### src/rtl/truth_table_sweeper_pkg.sv
// rtl/truth_table_sweeper_pkg.sv - shared types and constants for the truth-table sweeper
package truth_table_sweeper_pkg;

    typedef enum logic [2:0] {
        ST_IDLE,
        ST_DRIVE,
        ST_SAMPLE,
        ST_EMIT,
        ST_DONE
    } state_e;

    localparam int DEF_N_IN = 2;

    // Implication ~a|b for vector {a,b}: only vector 2 (a=1,b=0) yields 0
    localparam logic [3:0] IMPL_LUT = 4'b1011;

    function automatic int depth_of(input int n_in);
        return 1 << n_in;
    endfunction

endpackage

### src/rtl/truth_table_sweeper_golden_lut.sv
// rtl/truth_table_sweeper_golden_lut.sv - writable golden truth table with indexed read
module truth_table_sweeper_golden_lut
    import truth_table_sweeper_pkg::*;
#(
    parameter int                              N_IN = DEF_N_IN,
    parameter logic [depth_of(N_IN)-1:0]       INIT = IMPL_LUT
) (
    input  logic                        clk,
    input  logic                        reset,
    input  logic                        we,
    input  logic [depth_of(N_IN)-1:0]   wdata,
    input  logic [N_IN-1:0]             idx,
    output logic                        rdata
);

    logic [depth_of(N_IN)-1:0] table_q;
    logic [depth_of(N_IN)-1:0] table_d;

    // Next table contents: replaced wholesale on a write, otherwise held
    always_comb begin
        table_d = table_q;
        if (we) begin
            table_d = wdata;
        end
    end

    // Table storage, returns to the built-in default on reset
    always_ff @(posedge clk or posedge reset) begin
        if (reset) begin
            table_q <= INIT;
        end else begin
            table_q <= table_d;
        end
    end

    assign rdata = table_q[idx];

endmodule

### src/rtl/truth_table_sweeper.sv
// rtl/truth_table_sweeper.sv - exhaustive input sweep of an N-input block against a golden table
module truth_table_sweeper
    import truth_table_sweeper_pkg::*;
#(
    parameter int                           N_IN        = DEF_N_IN,
    parameter int                           SETTLE      = 1,
    parameter logic [depth_of(N_IN)-1:0]    DEFAULT_LUT = IMPL_LUT
) (
    input  logic                        clk,
    input  logic                        reset,
    input  logic                        lut_we,
    input  logic [depth_of(N_IN)-1:0]   lut_data,
    input  logic                        start,
    output logic                        busy,
    output logic [N_IN-1:0]             dut_in,
    input  logic                        dut_out,
    output logic                        out_valid,
    input  logic                        out_ready,
    output logic [N_IN-1:0]             out_vec,
    output logic                        out_bit,
    output logic                        out_exp,
    output logic                        out_err,
    output logic [N_IN:0]               mismatch_cnt,
    output logic                        done,
    output logic                        pass
);

    localparam int DEPTH = depth_of(N_IN);

    state_e             state_q,     state_d;
    logic [N_IN:0]      vec_q,       vec_d;
    logic [3:0]         settle_q,    settle_d;
    logic [N_IN:0]      mism_q,      mism_d;
    logic               pass_q,      pass_d;
    logic               done_q,      done_d;
    logic               busy_q,      busy_d;
    logic               out_valid_q, out_valid_d;
    logic [N_IN-1:0]    out_vec_q,   out_vec_d;
    logic               out_bit_q,   out_bit_d;
    logic               out_exp_q,   out_exp_d;
    logic               out_err_q,   out_err_d;
    logic               gold_bit;
    logic               lut_load;

    // The table is only writable while idle so a sweep always sees one frozen table
    assign lut_load = lut_we && (state_q == ST_IDLE);

    truth_table_sweeper_golden_lut #(
        .N_IN (N_IN),
        .INIT (DEFAULT_LUT)
    ) u_golden_lut (
        .clk   (clk),
        .reset (reset),
        .we    (lut_load),
        .wdata (lut_data),
        .idx   (vec_q[N_IN-1:0]),
        .rdata (gold_bit)
    );

    // Sweep sequencing: drive, settle, sample, then hand the record to the consumer
    always_comb begin
        state_d     = state_q;
        vec_d       = vec_q;
        settle_d    = settle_q;
        mism_d      = mism_q;
        pass_d      = pass_q;
        done_d      = 1'b0;
        out_valid_d = 1'b0;
        out_vec_d   = out_vec_q;
        out_bit_d   = out_bit_q;
        out_exp_d   = out_exp_q;
        out_err_d   = out_err_q;
        unique case (state_q)
            ST_IDLE: begin
                if (start) begin
                    state_d  = ST_DRIVE;
                    vec_d    = '0;
                    settle_d = '0;
                    mism_d   = '0;
                    pass_d   = 1'b0;
                end
            end
            ST_DRIVE: begin
                if (settle_q == 4'(SETTLE - 1)) begin
                    settle_d = '0;
                    state_d  = ST_SAMPLE;
                end else begin
                    settle_d = settle_q + 4'd1;
                end
            end
            ST_SAMPLE: begin
                out_vec_d   = vec_q[N_IN-1:0];
                out_bit_d   = dut_out;
                out_exp_d   = gold_bit;
                out_err_d   = dut_out ^ gold_bit;
                if (dut_out != gold_bit) begin
                    mism_d = mism_q + (N_IN+1)'(1);
                end
                out_valid_d = 1'b1;
                state_d     = ST_EMIT;
            end
            ST_EMIT: begin
                if (out_ready) begin
                    if (vec_q == (N_IN+1)'(DEPTH - 1)) begin
                        state_d = ST_DONE;
                        done_d  = 1'b1;
                        pass_d  = (mism_q == '0);
                    end else begin
                        vec_d   = vec_q + (N_IN+1)'(1);
                        state_d = ST_DRIVE;
                    end
                end else begin
                    out_valid_d = 1'b1;
                end
            end
            ST_DONE: begin
                state_d = ST_IDLE;
            end
            default: begin
                state_d = ST_IDLE;
            end
        endcase
        busy_d = (state_d != ST_IDLE);
    end

    // Sweep state and registered outputs
    always_ff @(posedge clk or posedge reset) begin
        if (reset) begin
            state_q     <= ST_IDLE;
            vec_q       <= '0;
            settle_q    <= '0;
            mism_q      <= '0;
            pass_q      <= 1'b0;
            done_q      <= 1'b0;
            busy_q      <= 1'b0;
            out_valid_q <= 1'b0;
            out_vec_q   <= '0;
            out_bit_q   <= 1'b0;
            out_exp_q   <= 1'b0;
            out_err_q   <= 1'b0;
        end else begin
            state_q     <= state_d;
            vec_q       <= vec_d;
            settle_q    <= settle_d;
            mism_q      <= mism_d;
            pass_q      <= pass_d;
            done_q      <= done_d;
            busy_q      <= busy_d;
            out_valid_q <= out_valid_d;
            out_vec_q   <= out_vec_d;
            out_bit_q   <= out_bit_d;
            out_exp_q   <= out_exp_d;
            out_err_q   <= out_err_d;
        end
    end

    assign busy         = busy_q;
    assign dut_in       = vec_q[N_IN-1:0];
    assign out_valid    = out_valid_q;
    assign out_vec      = out_vec_q;
    assign out_bit      = out_bit_q;
    assign out_exp      = out_exp_q;
    assign out_err      = out_err_q;
    assign mismatch_cnt = mism_q;
    assign done         = done_q;
    assign pass         = pass_q;

endmodule
### config.mk
export PLATFORM = sky130hd
export DESIGN_NAME = truth_table_sweeper
export DESIGN_NICKNAME = d
export VERILOG_FILES = /design/src/rtl/truth_table_sweeper_pkg.sv /design/src/rtl/truth_table_sweeper_golden_lut.sv /design/src/rtl/truth_table_sweeper.sv
export SDC_FILE = /design/constraint.sdc
export NUM_CORES = 1
export LEC_CHECK = 0
export ABC_AREA = 1
export BUFFER_PORTS_ARGS = -buffer_cell sky130_fd_sc_hd__buf_4
export CAP_MARGIN = 5
export CORE_MARGIN = 3
export CORE_UTILIZATION = 33
export DETAILED_ROUTE_END_ITERATION = 16
export GPL_TIMING_DRIVEN = 0
export SLEW_MARGIN = 20
export SYNTH_ARGS = -nofsm -noshare
export SYNTH_HDL_FRONTEND = slang
export SYNTH_SLANG_ARGS = --single-unit
export TNS_END_PERCENT = 20
### constraint.sdc
create_clock -name clk -period 3.35 [get_ports clk]
set_clock_uncertainty 0.15 [all_clocks]
set_input_delay 0.335 -clock clk [delete_from_list [all_inputs] [get_ports clk]]
set_output_delay 0.335 -clock clk [all_outputs]
set_load 0.01 [all_outputs]
# Yosys cells after proc, flatten, opt, wreduce, memory -nomap -nowiden
# Index checks and enable logic that the tools add are counted.
# W data, S select, Z words.
dict set report word_totals {
  memories 0
  ff_bits 26
  mem_bits_rw 0
  inputBits 10
  latch_bits 0
  mem_bits_ro 0
}
dict set report classes {
  n_eq_ne 10
  n_lt_le_gt_ge 1
  reduce_logical 12
  mux 25
  bitwise 1
  shifts 0
  n_addsub 3
  mul 0
  n_div 0
}
# op count
set ops {}
lappend ops {{$mux W3} 8}
lappend ops {{$pmux W3 S2} 2}
lappend ops {{$pmux W3 S4} 1}
lappend ops {{$ne A2 B2 Y1 const B} 5}
lappend ops {{$eq A3 B2 Y1 const B} 3}
lappend ops {{$mux W1} 8}
lappend ops {{$mux W4} 2}
lappend ops {{$pmux W4 S2} 1}
lappend ops {{$reduce_and A4 Y1} 2}
lappend ops {{$add A3 B1 Y3 const B} 2}
lappend ops {{$logic_not A3 Y1} 2}
lappend ops {{$reduce_bool A2 Y1} 3}
lappend ops {{$add A4 B1 Y4 const B} 1}
lappend ops {{$logic_not A4 Y1} 1}
lappend ops {{$pmux W1 S2} 2}
lappend ops {{$eq A3 B1 Y1 const B} 1}
lappend ops {{$lt A2 B3 Y1 const B} 1}
lappend ops {{$reduce_and A3 Y1} 1}
lappend ops {{$reduce_bool A3 Y1} 1}
lappend ops {{$bmux W1 S2} 1}
lappend ops {{$reduce_and A2 Y1} 1}
lappend ops {{$logic_and A1 B1 Y1} 1}
lappend ops {{$ne A1 B1 Y1} 1}
lappend ops {{$xor A1 B1 Y1} 1}

# Longest topological paths before layout
# Gate-level depths: netlist of run 1.
dict set report logic_depth {
  ltp_word 5
  ltp_mapped 10
  depth_no_buf 10
}

# Hierarchy
# A second synthesis of run 1 with hierarchy kept.
dict set report unflattened {
  cells_unflattened 165
  area_unflattened_um2 1332.5
}
# mod cells_each area_each_um2 seq_area_each_um2 n_inst
set modules_own_cells {}
lappend modules_own_cells {truth_table_sweeper 139 1138.6 550.5 1}
lappend modules_own_cells {truth_table_sweeper_golden_lut 26 193.9 103.8 1}

# Worst setup path after synthesis of run 1
# OpenSTA, ideal clock, no wires.
dict set report synth_path {
  kind {register -> register}
  from {register vec_q[0]}
  to {register pass_q (netlist: pass)}
  t_arrival_ns 1.180
  path_buffers 0
  path_slack_ns 1.900
  stages_incl_launch_ff 9
  period_less_slack_ns 1.450
  setup_ns 0.120
  required_time_ns 3.080
  cell_sequence {dfrtp_1 -> ha_1 -> ha_1 -> inv_1 -> nand2_2 -> o21ai_1 -> nor2_1 -> nand2_1 -> nand2_1}
}
dict set report synth_between {
  elab_chain_cells 3
}
# element line
set synth_lines {}
lappend synth_lines {{start: declaration} truth_table_sweeper.sv:31} ;# logic [N_IN:0] vec_q, vec_d;
lappend synth_lines {{start signal: assignment} truth_table_sweeper.sv:143} ;# vec_q <= vec_d;
lappend synth_lines {{$eq A3 B2 Y1} truth_table_sweeper.sv:104} ;# if (vec_q == (N_IN+1)'(DEPTH - 1)) begin
lappend synth_lines {{$ne A2 B2 Y1 (no line)} --}
lappend synth_lines {{$reduce_and A4 Y1 (no line)} --}
lappend synth_lines {{end signal: assignment} truth_table_sweeper.sv:146} ;# pass_q <= pass_d;
lappend synth_lines {{end: declaration} truth_table_sweeper.sv:34} ;# logic pass_q, pass_d;
# No other way between the ends.
# A chain may end at the register's enable or synchronous reset.

# Worst setup path in the final report of run 1
dict set report layout_path {
  from {register vec_q[0]}
  to {register vec_q[0]}
}
dict set report layout_between {
  elab_chain_cells 4
}
# element line
set layout_lines {}
lappend layout_lines {{$add A3 B1 Y3} truth_table_sweeper.sv:109} ;# vec_d = vec_q + (N_IN+1)'(1);
lappend layout_lines {{$mux W3} truth_table_sweeper.sv:104}
lappend layout_lines {{$mux W3} truth_table_sweeper.sv:103} ;# if (out_ready) begin
lappend layout_lines {{$pmux W3 S2} truth_table_sweeper.sv:73} ;# unique case (state_q)
# Several ways; a longest one is shown, not always the timed one. The select of a mux whose other input is x is not followed.

==> qor.csv, run 1 <==
stage,metric,value,unit
worst_setup_path,cp.required,3.36,ns
worst_setup_path,arrival,1.61,ns
timing,setup_viol,0,
timing,layout_min_cycle_time,1.60,ns
clock_tree,cts_resized,0,
yosys,synth_top_family_by_area,simple AND/OR/NAND/NOR gates,
timing,finalHoldViolCount,0,
clock_tree,cts_sinks,26,
yosys,post_synth_fa_ha_maj_area_fraction,5.46,%
timing,slew_headroom,37.5,%
worst_setup_path,cp-end-kind,flop,
yosys,yosysWarnings,0,
route,dr_total_vias,1018,
route,ant_nets,0,
global_route,gr-total-overflow,0,
clock_tree,cts_tree,yes,
power,p_total,1.42,mW
finish,utilization,43.5,%
clock_tree,cts_max_path_buffers,2,
worst_setup_path,regToRegSetupSlack,1.75,ns
yosys,synth-compound-area-share,6.92,%
run,max_cap_viol_count,0,
route,drc,0,
clock_tree,cts-root-buf,clkbuf_8,
yosys,synthXorXnorAreaFrac,1.91,%
route,drtIter0Drc,26,
clock_tree,clk_pin_slew,0.09,ns
timing,timing.fmax,625,MHz
placed_design,portBuffers,23,
finish,n_fill_cell,373,
yosys,synthSimpleGateAreaFrac,24.9,%
clock_tree,cts_hold_buf,0,
global_route,antenna_found_initial,0,
yosys,yosysUniqueCellTypes,28,
clock_tree,cts_setup_buffers,0,
yosys,ys_ff_latch,26,
power,p_per_area,857,nW/um2
timing,rsz0062_at_grt,false,
finish,finalNonFillerCells,224,
placed_design,place_congestion,0.767,
floorplanning,die_x,70.6,um
yosys,syn_nets,165,
clock_tree,clk_latency,0.27,ns
route,wire_per_inst,11.8,um
worst_setup_path,reg2reg_from,vec_q[0]$_DFFE_PP0P_,
worst_setup_path,worstSetupStartpointType,flop,
outcome,outcome,"complete, no violations",
floorplanning,rows,22,
floorplanning,core,3830,um2
global_route,grt_usage,11.6,%
global_route,grt_pass1_wl,4.73,mm
route,wl,2.63,mm
timing,min_period_over_period,47.8,%
finish,diodes,0,
finish,drive_gt1_share,34.7,%
worst_setup_path,criticalPathCategory,reg2reg,
power,p_leak,0.870,nW
worst_setup_path,cp_max_fo,7,
global_route,grt_max_degree,27,
yosys,synthCells,149,
timing,setup_tns,0,ns
route,vias_per_cell,4.54,
yosys,yosysSeqAreaShare,47.6,%
floorplanning,die_h,70.6,um
global_route,grt_pass1_vias,1117,
floorplanning,die-area,4980,um2
clock_tree,numCtsBuffers,3,
yosys,synth_area_per_cell,9.23,um2
worst_setup_path,reg2reg_depth,8,
power,vdd_ir_drop_max,0.000518,V
timing,slew_viol_final,0,
min_path,holdCritPathClass,in2async,
placed_design,dp_hpwl,2.08,mm
yosys,synth_mux_area_share,4.37,%
floorplanning,initial_core_util,35.9,%
placed_design,dp_cells,220,
yosys,netlist_area,1380,um2
route,firstDrtPassIters,4,
timing,worstMarginPinSlew,0.932,ns
finish,nets,193,
finish,area_delta_synth_final,20.9,%
worst_setup_path,timing.rr.end,vec_q[0]$_DFFE_PP0P_,
clock_tree,h-tree-depth,1,
floorplanning,ios,24,
-- per-layer routing --
metal  wire, um  up-vias  GRT usage, %  share of wire, %
met4         12        0          2.51              0.46
met1       1130      475          13.3                43
met5          0        -             0                 0
met2       1310       25          20.5                50
met3        182        2          4.55               6.9
li1           -      516             -                 -
-- critical path, cell delays in order, from the launching register on --
cell and delay (ns):
dfrtp_1 0.46, ha_1 0.24, ha_1 0.17, inv_1 0.10, nand2_2 0.09, nand2_2 0.10, nand2_2 0.07, nand2_1 0.06
nand2_1 0.05
-- flip-flops by register name, indices dropped and copies added, names as in the netlist --
name and count:
busy 1, done 1, mismatch_cnt 3, out_bit 1
out_err 1, out_exp 1, out_valid 1, out_vec 2
pass 1, settle_q 4, state_q 3, u_golden_lut.table_q 4
vec_q 3
-- cell usage after synthesis --
cell,n,area [um2]
buf_2,1,5.00
buf_4,2,15.0
dfrtp_1,23,576
dfstp_2,3,78.8
ha_1,6,75.1
inv_1,18,67.6
inv_2,4,15.0
inv_4,3,18.8
mux2_4,4,60.1
nand2_1,33,124
nand2_2,5,31.3
nand2_4,3,33.8
nand3_1,11,55.1
nand3_2,1,10.0
nand3b_1,1,7.51
nor2_1,8,30.0
nor2_2,2,12.5
nor2_4,1,11.3
nor3_1,2,10.0
nor3_2,1,10.0
nor3b_1,1,7.51
o21ai_0,6,30.0
o21ai_1,3,15.0
o21ai_2,1,8.76
o21ai_4,1,16.3
o22ai_2,2,25.0
xnor2_1,2,17.5
xor2_1,1,8.76
-- area by class of cell --
type                    count  area [um2]  area share [%]
well taps                  48        60.1            3.61
multi-input cells          95         599            36.0
flip-flops and latches     26         654            39.4
clock buffers               4        55.1            3.31
inverters                  25         101            6.09
plain buffers               3        20.0            1.20
repair buffers             23         173            10.4
-- how the worst max path moves through the flow --
stage / from / to / slack, ns / cells after the start
6_report: vec_q[0]$_DFFE_PP0P_ / vec_q[0]$_DFFE_PP0P_ / 1.75 / 8
3_3_place_gp: vec_q[0]$_DFFE_PP0P_ / pass$_DFFE_PP0P_ / 1.77 / 8
3_5_place_dp: vec_q[0]$_DFFE_PP0P_ / pass$_DFFE_PP0P_ / 1.76 / 8
2_1_floorplan: vec_q[0]$_DFFE_PP0P_ / pass$_DFFE_PP0P_ / 1.90 / 8
5_1_grt: vec_q[0]$_DFFE_PP0P_ / vec_q[2]$_DFFE_PP0P_ / 1.65 / 8
4_1_cts: vec_q[0]$_DFFE_PP0P_ / pass$_DFFE_PP0P_ / 1.74 / 8
-- metrics by stage --
stage	hold WS, ns	setup WS (ns)	cell area [um2]
after floorplan	0.223	1.90	1380
after global placement	0.306	1.77	1610
after detailed placement	0.323	1.76	1610
after CTS	0.143	1.74	1660
after global routing	0.0576	1.65	1660
final	0.00520	1.75	1660
-- report_power, final --
| part | switching, mW | internal, mW | leakage (nW) |
|---|---|---|---|
| Combinational | 0.397 | 0.300 | 0.511 |
| Sequential | 0.0859 | 0.443 | 0.331 |
| Clock | 0.0935 | 0.105 | 0.0288 |
-- placed cells by master, fill, tap and decap left out, types with 3 or more instances in the layout --
cell type,instances
ha_1,6
nand2_1,33
nand2_2,5
dfrtp_1,23
o21ai_1,3
clkbuf_8,4
inv_2,4
buf_4,25
mux2_4,4
nand3_1,11
dfstp_2,3
nor2_1,8
inv_4,3
o21ai_0,6
nand2_4,3
inv_1,17
-- kinds of logic after synthesis --
family,count (synthesis)
AOI/OAI and AO/OA,13
xor gates and xnor gates,3
adders and majority gates,6
buffers and inverters,28
DFF,26
muxes,4
and+or+nand+nor,69
Power figures use the tool's default switching activity.
==> inputs of run 2 (changes only) <==
==> constraint.sdc (replaced) <==
create_clock -name clk -period 1.6 [get_ports clk]
set_clock_uncertainty 0.15 [all_clocks]
set_input_delay 0.16 -clock clk [delete_from_list [all_inputs] [get_ports clk]]
set_output_delay 0.16 -clock clk [all_outputs]
set_load 0.01 [all_outputs]
==> qor.csv, run 2 (synthesis gave the netlist of run 1 again) <==
stage,metric,value,unit
timing,timing.fmax,646,MHz
finish,finalNonFillerCells,232,
finish,most-common-layout-cells,"32 x nand2_1, 28 x buf_4, 22 x dfrtp_1",
run,max_cap_viol_count,0,
clock_tree,cts_tree,yes,
worst_setup_path,worstSetupStartpointType,flop,
worst_setup_path,cp_max_fo,6,
global_route,grt_max_degree,27,
route,dr_total_vias,1049,
placed_design,dp_cells,220,
floorplanning,core,3830,um2
finish,final_common_cell,nand2_1,
worst_setup_path,path_cells,"ha_1, ha_1, inv_2, nand2_2, o21ai_1, nor2_1, nand2_1, nand2_1",
power,vdd_ir_drop_max,0.00110,V
clock_tree,h-tree-depth,1,
finish,final_area,1740,um2
power,p_sw_share,40.4,%
finish,area_delta_synth_final,26.8,%
global_route,antenna_found_initial,0,
finish,multi_input_area,607,um2
floorplanning,die_h,70.6,um
min_path,holdCritPathClass,in2reg,
power,p_per_area,1750,nW/um2
placed_design,dp_hpwl,2.08,mm
clock_tree,numCtsBuffers,3,
route,firstDrtPassIters,4,
route,wl,2.71,mm
global_route,grt_usage,11.7,%
floorplanning,rows,22,
floorplanning,initial_core_util,35.9,%
timing,layout_min_cycle_time,1.55,ns
floorplanning,die-area,4980,um2
timing,slew_headroom,37.4,%
finish,utilization,45.6,%
power,switching_power,1.23,mW
finish,regArea,656,um2
placed_design,place_congestion,0.767,
clock_tree,cts_sinks,26,
worst_setup_path,cp-end-kind,flop,
global_route,gr-total-overflow,0,
clock_tree,cts-root-buf,clkbuf_8,
worst_setup_path,criticalPathCategory,reg2reg,
timing,finalHoldViolCount,0,
placed_design,placed_area,1610,um2
timing,slew_viol_final,0,
timing,min_period_over_period,96.7,%
power,power.share.sequential,36.3,%
global_route,grt_pass1_wl,4.77,mm
finish,nets,201,
finish,n_fill_cell,368,
timing,setup_tns,0,ns
route,drc,0,
timing,worstMarginPinSlew,0.933,ns
finish,diodes,0,
worst_setup_path,cp.required,1.61,ns
floorplanning,ios,24,
clock_tree,cts_max_path_buffers,2,
route,vias_per_cell,4.52,
clock_tree,clk_pin_slew,0.09,ns
worst_setup_path,path_delay_family,flip-flops,
finish,drive_gt1_share,36.4,%
timing,setup_viol,0,
worst_setup_path,critPathMaxStageDelay,0.45,ns
route,wire_per_inst,11.7,um
placed_design,portBuffers,23,
floorplanning,die_x,70.6,um
timing,rsz0062_at_grt,true,
route,drtIter0Drc,27,
route,ant_nets,0,
worst_setup_path,cp_slowest_cell,dfrtp_2,
power,clkPwrFrac,13.6,%
clock_tree,clk_latency,0.27,ns
power,combPwrFrac,50.0,%
global_route,grt_pass1_vias,1133,
outcome,outcome,"complete, no violations",
power,intPower,1.82,mW
finish,largest_registers,"settle_q (4), u_golden_lut.table_q (4)",
power,p_leak,0.907,nW
worst_setup_path,crit_buf_inv,1,
worst_setup_path,arrival,1.56,ns
run 2: changes by cell type in the layout (fill, tap and decap cells not counted):
cell,change
dfrtp_2,+1
nand2_1,-1
nand2_4,+1
buf_4,+3
inv_2,+1
dlygate4sd3_1,+5
inv_1,-1
dfrtp_1,-1
run 2: power by group through the flow:
stage / sequential (mW) / clock [mW] / combinational, mW
final: 1.11 / 0.416 / 1.53
after global routing: 1.15 / 0.471 / 1.71
after CTS: 1.11 / 0.434 / 1.49
after detailed placement: 1.12 / 0 / 1.48
after global placement: 1.11 / 0 / 1.43
after floorplan: 1.13 / 0 / 1.03
run 2: metrics by stage:
stage,hold WS (ns),power (mW),worst slack (ns)
floorplan,0.0478,2.16,0.150
global placement,0.245,2.54,0.0237
detailed placement,0.249,2.60,0.00762
CTS,0.00789,3.04,0.0147
global route,0.0527,3.33,-0.0120
finish,0.0255,3.05,0.0520
run 2: worst register-to-register path, cell delays in order (launching register included):
cell and delay [ns]:
dfrtp_2 0.45, ha_1 0.22, ha_1 0.18, inv_2 0.07, nand2_2 0.09, o21ai_1 0.11, nor2_1 0.06, nand2_1 0.06
nand2_1 0.05
run 2: per-layer routing:
metal | vias to the layer above | track usage (%) | part of all wire, % | wire [um]
met5 | - | 0 | 0 | 0
met4 | 0 | 2.51 | 0.44 | 12
met3 | 2 | 4.26 | 5.6 | 153
met2 | 25 | 20.7 | 50 | 1350
met1 | 490 | 13.5 | 44 | 1190
li1 | 532 | - | - | -
run 2: area by class of cell:
class | count | share of cell area, %
Sequential cell | 26 | 37.6
Timing Repair Buffer | 31 | 14.1
Tap cell | 48 | 3.44
Multi-Input combinational cell | 95 | 34.8
Clock buffer | 4 | 3.16
Buffer | 3 | 1.15
Inverter | 25 | 5.81
run 2: path summary, 6_finish.rpt:
path / from / endpoint / slack (ns) / cells after the start
max: vec_q[0]$_DFFE_PP0P_ / pass$_DFFE_PP0P_ / 0.05 / 8
min: dut_out / out_bit$_DFFE_PP0N_ / 0.03 / 3
max reg2reg: vec_q[0]$_DFFE_PP0P_ / pass$_DFFE_PP0P_ / 0.05 / 8
min reg2reg: vec_q[2]$_DFFE_PP0P_ / vec_q[2]$_DFFE_PP0P_ / 0.34 / 2
max in group asynchronous: reset / vec_q[0]$_DFFE_PP0P_ / 0.44 / 3
min in group asynchronous: reset / out_bit$_DFFE_PP0N_ / 0.39 / 3
run 2: repair_timing:
| item | CTS | global route |
|---|---|---|
| setup endpoints to repair | 4 | 4 |
| resized for setup | 1 | 3 |
| hold buffers | 4 | 1 |
| endpoints found under the hold margin | 4 | 23 |
| buffers inserted | 0 | 3 |
| gates cloned | 0 | 0 |
==> inputs of run 3 (changes only) <==
--- a/config.mk
+++ b/config.mk
@@ -12,6 +12,7 @@
 export CORE_UTILIZATION = 33
 export DETAILED_ROUTE_END_ITERATION = 16
 export GPL_TIMING_DRIVEN = 0
+export MAX_ROUTING_LAYER = met4
 export SLEW_MARGIN = 20
 export SYNTH_ARGS = -nofsm -noshare
 export SYNTH_HDL_FRONTEND = slang
==> qor.csv, run 3 (synthesis gave the netlist of run 1 again) <==
stage,metric,value,unit
route,drtIter0Drc,24,
finish,largest_registers,"settle_q (4), u_golden_lut.table_q (4)",
min_path,hold_depth,3,
clock_tree,cts_max_path_buffers,2,
timing,slew_viol_final,0,
floorplanning,die-area,4980,um2
floorplanning,die_h,70.6,um
finish,regArea,656,um2
floorplanning,rows,22,
finish,final_area,1740,um2
min_path,hp-start,dut_out,
worst_setup_path,cp-end-kind,flop,
min_path,holdCritPathClass,in2reg,
clock_tree,cts_sinks,26,
global_route,grt_pass1_wl,4.77,mm
power,p_per_area,1750,nW/um2
clock_tree,h-tree-depth,1,
floorplanning,core,3830,um2
worst_setup_path,worstSetupStartpointType,flop,
clock_tree,numCtsBuffers,3,
floorplanning,ios,24,
global_route,grt_usage,12.0,%
worst_setup_path,reg2reg_from,vec_q[0]$_DFFE_PP0P_,
placed_design,portBuffers,23,
worst_setup_path,criticalPathCategory,reg2reg,
floorplanning,initial_core_util,35.9,%
power,p_leak,0.907,nW
route,wire_per_inst,11.7,um
min_path,whs_endpoint,out_bit$_DFFE_PP0N_,
finish,n_fill_cell,368,
timing,min_period_over_period,96.7,%
placed_design,placed_area,1610,um2
worst_setup_path,reg2reg_depth,8,
finish,most-common-layout-cells,"32 x nand2_1, 28 x buf_4, 22 x dfrtp_1",
placed_design,dp_hpwl,2.08,mm
global_route,grt_pass1_vias,1128,
finish,final_common_cell,nand2_1,
timing,finalHoldViolCount,0,
clock_tree,clk_latency,0.27,ns
run,max_cap_viol_count,0,
timing,rsz0062_at_grt,true,
power,vdd_ir_drop_max,0.00110,V
worst_setup_path,cp-startpoint,vec_q[0]$_DFFE_PP0P_,
worst_setup_path,cp.required,1.61,ns
worst_setup_path,arrival,1.56,ns
route,vias_per_cell,4.52,
clock_tree,clk_pin_slew,0.09,ns
global_route,antenna_found_initial,0,
route,wl,2.72,mm
global_route,grt_max_degree,27,
worst_setup_path,regToRegSetupSlack,0.05,ns
finish,multi_input_area,607,um2
finish,nets,201,
outcome,outcome,"complete, no violations",
finish,diodes,0,
power,p_total,3.05,mW
route,drc,0,
clock_tree,cts-root-buf,clkbuf_8,
timing,layout_min_cycle_time,1.55,ns
route,ant_nets,0,
timing,worstMarginPinSlew,0.934,ns
placed_design,place_ws,0.00762,ns
placed_design,place_congestion,0.777,
clock_tree,cts_tree,yes,
timing,setup_viol,0,
global_route,gr-total-overflow,0,
timing,finalWorstSetupSlack,0.0520,ns
timing,hold_ws,0.0252,ns
timing,timing.fmax,646,MHz
worst_setup_path,timing.rr.end,pass$_DFFE_PP0P_,
worst_setup_path,cp_max_fo,6,
floorplanning,die_x,70.6,um
finish,area_delta_synth_final,26.8,%
route,dr_total_vias,1048,
timing,slew_headroom,37.4,%
finish,drive_gt1_share,36.4,%
route,firstDrtPassIters,4,
## run 3: cell counts in the layout (fill, tap and decap cells not counted)
No cell type changed its count.
## run 3: cell type report
type	count	area share [%]
sequential	26	37.6
multi-input combinational	95	34.8
timing repair buffer	31	14.1
inverter	25	5.81
tap	48	3.44
clock buffer	4	3.16
buffer	3	1.15
## run 3: worst max-delay path, stage by stage, from the launching register on
cell,delay [ns]
dfrtp_2,0.45
ha_1,0.21
ha_1,0.18
inv_2,0.07
nand2_2,0.09
o21ai_1,0.11
nor2_1,0.06
nand2_1,0.06
nand2_1,0.05
## run 3: how the worst max path moves through the flow
stage	to	cells after the start
floorplan	pass$_DFFE_PP0P_	8
global placement	pass$_DFFE_PP0P_	8
detailed placement	pass$_DFFE_PP0P_	8
CTS	pass$_DFFE_PP0P_	8
global route	pass$_DFFE_PP0P_	8
finish	pass$_DFFE_PP0P_	8
## run 3: repair_timing
item / in CTS / in global routing
endpoints found under the hold margin: 4 / 23
setup buffers: 0 / 3
resized for setup: 1 / 3
gates cloned: 0 / 0
hold buffers: 4 / 1
setup endpoints to repair: 4 / 4
## run 3: through the flow
stage | std cells | utilization (%) | setup TNS, ns
finish | 232 | 45.6 | 0
global route | 232 | 45.6 | -0.0157
CTS | 228 | 44.5 | 0
detailed placement | 220 | 42.0 | 0
global placement | 220 | 42.0 | 0
floorplan | 149 | - | 0
## run 3: report_power, final
part,internal [mW],leakage [nW],total (mW),switching [mW]
logic,0.670,0.549,1.53,0.857
registers,0.929,0.329,1.11,0.179
clock network,0.220,0.0288,0.417,0.197
total,1.82,0.907,3.05,1.23
## run 3: per-layer routing
metal,wire (um),share of wire [%],track usage [%]
met5,0,0,-
met4,12,0.44,2.51
met3,155,5.7,4.26
met2,1350,50,20.7
met1,1190,44,13.5
